### src/rtl/uart_tx_arbiter.sv
// Two-source byte arbiter in front of a single UART transmitter.
// Grants one byte per transaction and enforces a programmable idle gap between characters.
module uart_tx_arbiter #(
    parameter int unsigned          GAP_WIDTH  = 16,
    parameter logic [GAP_WIDTH-1:0] GAP        = GAP_WIDTH'(16'hfff),
    parameter bit                   FIXED_PRIO = 1'b0
) (
    input  logic       CLK,
    input  logic       reset,
    input  logic       req0,
    input  logic [7:0] data0,
    output logic       ack0,
    input  logic       req1,
    input  logic [7:0] data1,
    output logic       ack1,
    input  logic       tx_busy,
    output logic       tx_start,
    output logic [7:0] tx_byte,
    output logic       busy
);

    // state   | meaning
    // IDLE    | waiting for a request while the uart is free
    // SEND    | grant cycle: ack and tx_start are high
    // WAIT    | uart is shifting the character out
    // GAP     | counting down the inter-character gap

    typedef enum logic [1:0] {
        ST_IDLE = 2'd0,
        ST_SEND = 2'd1,
        ST_WAIT = 2'd2,
        ST_GAP  = 2'd3
    } state_t;

    state_t               state, state_d;
    logic [GAP_WIDTH-1:0] gap_cnt, gap_cnt_d;
    logic                 last_grant, last_grant_d;
    logic                 ack0_d, ack1_d, tx_start_d, busy_d;
    logic [7:0]           tx_byte_d;
    logic                 pick1;

    always_comb begin
        state_d      = state;
        gap_cnt_d    = gap_cnt;
        last_grant_d = last_grant;
        ack0_d       = 1'b0;
        ack1_d       = 1'b0;
        tx_start_d   = 1'b0;
        tx_byte_d    = tx_byte;
        pick1        = 1'b0;

        case (state)
            ST_IDLE: begin
                if ((req0 || req1) && !tx_busy) begin
                    // last_grant==1 means port 1 went last, so a tie goes to port 0
                    if (req0 && req1)
                        pick1 = FIXED_PRIO ? 1'b0 : !last_grant;
                    else
                        pick1 = req1;
                    tx_byte_d    = pick1 ? data1 : data0;
                    ack0_d       = !pick1;
                    ack1_d       = pick1;
                    tx_start_d   = 1'b1;
                    last_grant_d = pick1;
                    state_d      = ST_SEND;
                end
            end
            ST_SEND: begin
                state_d = ST_WAIT;
            end
            ST_WAIT: begin
                if (!tx_busy) begin
                    gap_cnt_d = GAP;
                    state_d   = ST_GAP;
                end
            end
            ST_GAP: begin
                if (gap_cnt == '0)
                    state_d = ST_IDLE;
                else
                    gap_cnt_d = gap_cnt - GAP_WIDTH'(1);
            end
            default: begin
                state_d = ST_IDLE;
            end
        endcase

        busy_d = (state_d != ST_IDLE);
    end

    always_ff @(posedge CLK) begin
        if (!reset) begin
            state      <= ST_IDLE;
            gap_cnt    <= '0;
            last_grant <= 1'b1;
            ack0       <= 1'b0;
            ack1       <= 1'b0;
            tx_start   <= 1'b0;
            tx_byte    <= 8'h00;
            busy       <= 1'b0;
        end else begin
            state      <= state_d;
            gap_cnt    <= gap_cnt_d;
            last_grant <= last_grant_d;
            ack0       <= ack0_d;
            ack1       <= ack1_d;
            tx_start   <= tx_start_d;
            tx_byte    <= tx_byte_d;
            busy       <= busy_d;
        end
    end

endmodule

### config.mk
export PLATFORM = sky130hd
export DESIGN_NAME = uart_tx_arbiter
export DESIGN_NICKNAME = d
export VERILOG_FILES = /design/src/rtl/uart_tx_arbiter.sv
export SDC_FILE = /design/constraint.sdc
export NUM_CORES = 1
export LEC_CHECK = 0
export CAP_MARGIN = 15
export CORE_ASPECT_RATIO = 1.1
export CORE_UTILIZATION = 55
export DETAILED_ROUTE_END_ITERATION = 10
export DONT_BUFFER_PORTS = 1
export GPL_TIMING_DRIVEN = 1
export PLACE_DENSITY = 0.72
export SLEW_MARGIN = 10
export SYNTH_ARGS = -nofsm -noshare
export SYNTH_HDL_FRONTEND = slang
export SYNTH_SLANG_ARGS = --single-unit
### constraint.sdc
create_clock -name CLK -period 2 [get_ports CLK]
set_input_delay 0.4 -clock CLK [delete_from_list [all_inputs] [get_ports CLK]]
set_output_delay 0.4 -clock CLK [all_outputs]
set_load 0.02 [all_outputs]
==> run summary <==
Initial Util: 0.589
Area share of the largest cell type after synthesis: 0.414
Static Leak: 0.640 nW
Max-cap violations: 0
Avg WL per Cell: 16.1 µm
Total Neg Setup Slack: 0 ns
Slew Limit Headroom: 0.676
Core Area: 2540 µm²
Die W: 51.8 µm
Post-DP HPWL: 2.43 mm
TritonCTS Buffers: 5
Dominant cell type by area after synthesis: dfxtp_1
Max Freq: 522 MHz
Footprint of the multi-input gates: 838 µm²
Num rows: 19
Most frequent cells in the layout: 31 x dfxtp_1, 21 x nor2_1, 14 x buf_4
FF+latch count, synth: 31
Fin nets: 204
Syn avg cell area: 8.82 µm²
Clk sink count: 31
Hold/Removal Path Class: in2reg
Post-synth EDFFs: 0
Placed cells: 205
Routability congestion estimate: 0.899
Endpoint class of the critical path: register
Synthesized area: 1500 µm²
# port buffers: 0
Syn nets: 192
CTS tree: done
GRT Total Usage: 0.252
Register area: 621 µm²
Switch share: 0.294
Starting DRT DRC Count: 36
Root buffer cell: clkbuf_4
Pre-antenna DRT Iters: 4
Final cell count without fillers: 214
IO Pins: 33
Pwr/cell area: 924 nW/µm²
Worst-Margin Slew: 0.483 ns
Clock Pin Slew Worst Setup and Hold Paths: 0.09 ns
Cell internal pwr: 1.11 mW
Required time worst endpoint: 2.20 ns
Worst-path maximum fanout: 7
Routed via count: 1341
Crit path time final: 1.92 ns
ANT cells: 0
Pin count of the biggest net entering global routing: 20
Fin. Hold Viols: 0
CP arrival: 2.12 ns
Clk pwr share: 0.323
Cells after synthesis: 170
Type of origin of the critical path: register
Drt drc: 0
Status: complete, no violations
WHS: 0.131 ns
Clock skew: 0.0115 ns
Initial antenna violation count: 0
Dpl ws: 0.0645 ns
Later-pin clock latency in the skew report: 0.34 ns
Vias in the first global route: 1266
Worst-case clock buffer depth: 2
P&R area growth vs syn: 13.7%
Combinational Power Share: 0.208
Post-route cell area: 1700 µm²
Commonest non-fill, non-tap cell in the layout: dfxtp_1
Dominant synthesized flop cell: dfxtp_1
Ys async rst share: 0
Area contributors post-synth: dfxtp_1 41%, mux2i_1 6.0%, a211oi_1 6.0%
H-tree levels: 2
Maximum vdd drop: 681 µV
Netlist cell types: 40
Post-Route WL: 3.45 mm
Min setup slack post-route: 0.0832 ns
DR vias/cell: 6.27
Die area: 2940 µm²
Slew Limit Fails: 0
Seq pwr share: 0.470
Sequential area share after synthesis: 0.414
P_sw: 0.462 mW
Fin crit share: 0.958
Final setup viols: 0
Setup CP Type: reg2reg
Warnings from Yosys: 0
First-pass GRT wire length: 5.45 mm
Antenna-violating nets left: 0
Filler instances: 211
Dpl cell area: 1600 µm²
Gr ovfl total: 0
Die Y-Extent: 56.8 µm
Layout cells sized above 1: 0.164
[sequential cells by signal (all words and copies together) (netlist names)]
signal      count
tx_start        1
last_grant      1
gap_cnt        16
tx_byte         8
ack1            1
busy            1
state           2
ack0            1
[per-stage QoR]
stage	total power, mW	utilization
after global routing	1.65	0.670
final	1.57	0.670
after floorplan	0.968	-
after detailed placement	1.07	0.631
after global placement	1.06	0.631
after CTS	1.57	0.665
[synthesized netlist by cell type, drive strengths merged, types with 4 or more instances]
cell type / number
dfxtp: 31
nor2: 21
a211oi: 12
nor3: 12
mux2i: 9
a21oi: 8
clkbuf: 7
nor4: 7
nand2: 5
o21ai: 5
a311oi: 4
nand4: 4
or3: 4
or4: 4
[layout make-up]
cell class              count  area share
clock buffers               6      0.0301
clock inverters             2      0.0206
repair buffers             14      0.0617
inverters                   4     0.00881
well taps                  31      0.0228
multi-input cells         126       0.492
flip-flops and latches     31       0.364
[power by group through the flow]
| stage | Combinational [mW] | Sequential [mW] | Clock [mW] |
|---|---|---|---|
| 2_1_floorplan | 0.228 | 0.741 | 0 |
| 3_3_place_gp | 0.309 | 0.751 | 0 |
| 3_5_place_dp | 0.314 | 0.753 | 0 |
| 4_1_cts | 0.317 | 0.739 | 0.516 |
| 5_1_grt | 0.361 | 0.746 | 0.544 |
| 6_report | 0.327 | 0.739 | 0.508 |
[worst paths after layout]
kind | start | endpoint | slack (ns) | cells past startpoint
max | gap_cnt[1] | gap_cnt[11] | 0.08 | 6
min | reset | last_grant | 0.13 | 1
max reg2reg | gap_cnt[1] | gap_cnt[11] | 0.08 | 6
min reg2reg | last_grant | last_grant | 0.50 | 2
[metal layers]
layer,global-route usage,up-vias,part of all wire
li1,-,672,-
met3,0.0976,7,0.046
met1,0.299,633,0.46
met5,0,-,0
met2,0.404,29,0.49
met4,0.0965,0,0.0096
[cells by family after synthesis]
kind of cell               count (synthesis)  synth area share
DFF                                       31             0.414
and+or+nand+nor                           74             0.282
muxes                                      9            0.0601
adders and majority gates                  1           0.00835
buffers and inverters                     13            0.0351
AOI/OAI and AO/OA                         41             0.194
xor gates and xnor gates                   1           0.00584
[critical path, stage by stage, from the launching register on]
cell and delay (ns):
dfxtp_1 0.35, inv_1 0.07, ha_2 0.22, or4b_4 0.49
or3_1 0.34, a211oi_1 0.25, nor4_1 0.09
[timing repair]
action,in CTS,in global routing
hold buffers,0,0
setup buffers,0,1
endpoints found under the setup margin,0,4
endpoints found under the hold margin,0,0
resized for setup,0,2
(Power assumes the default switching activity.)
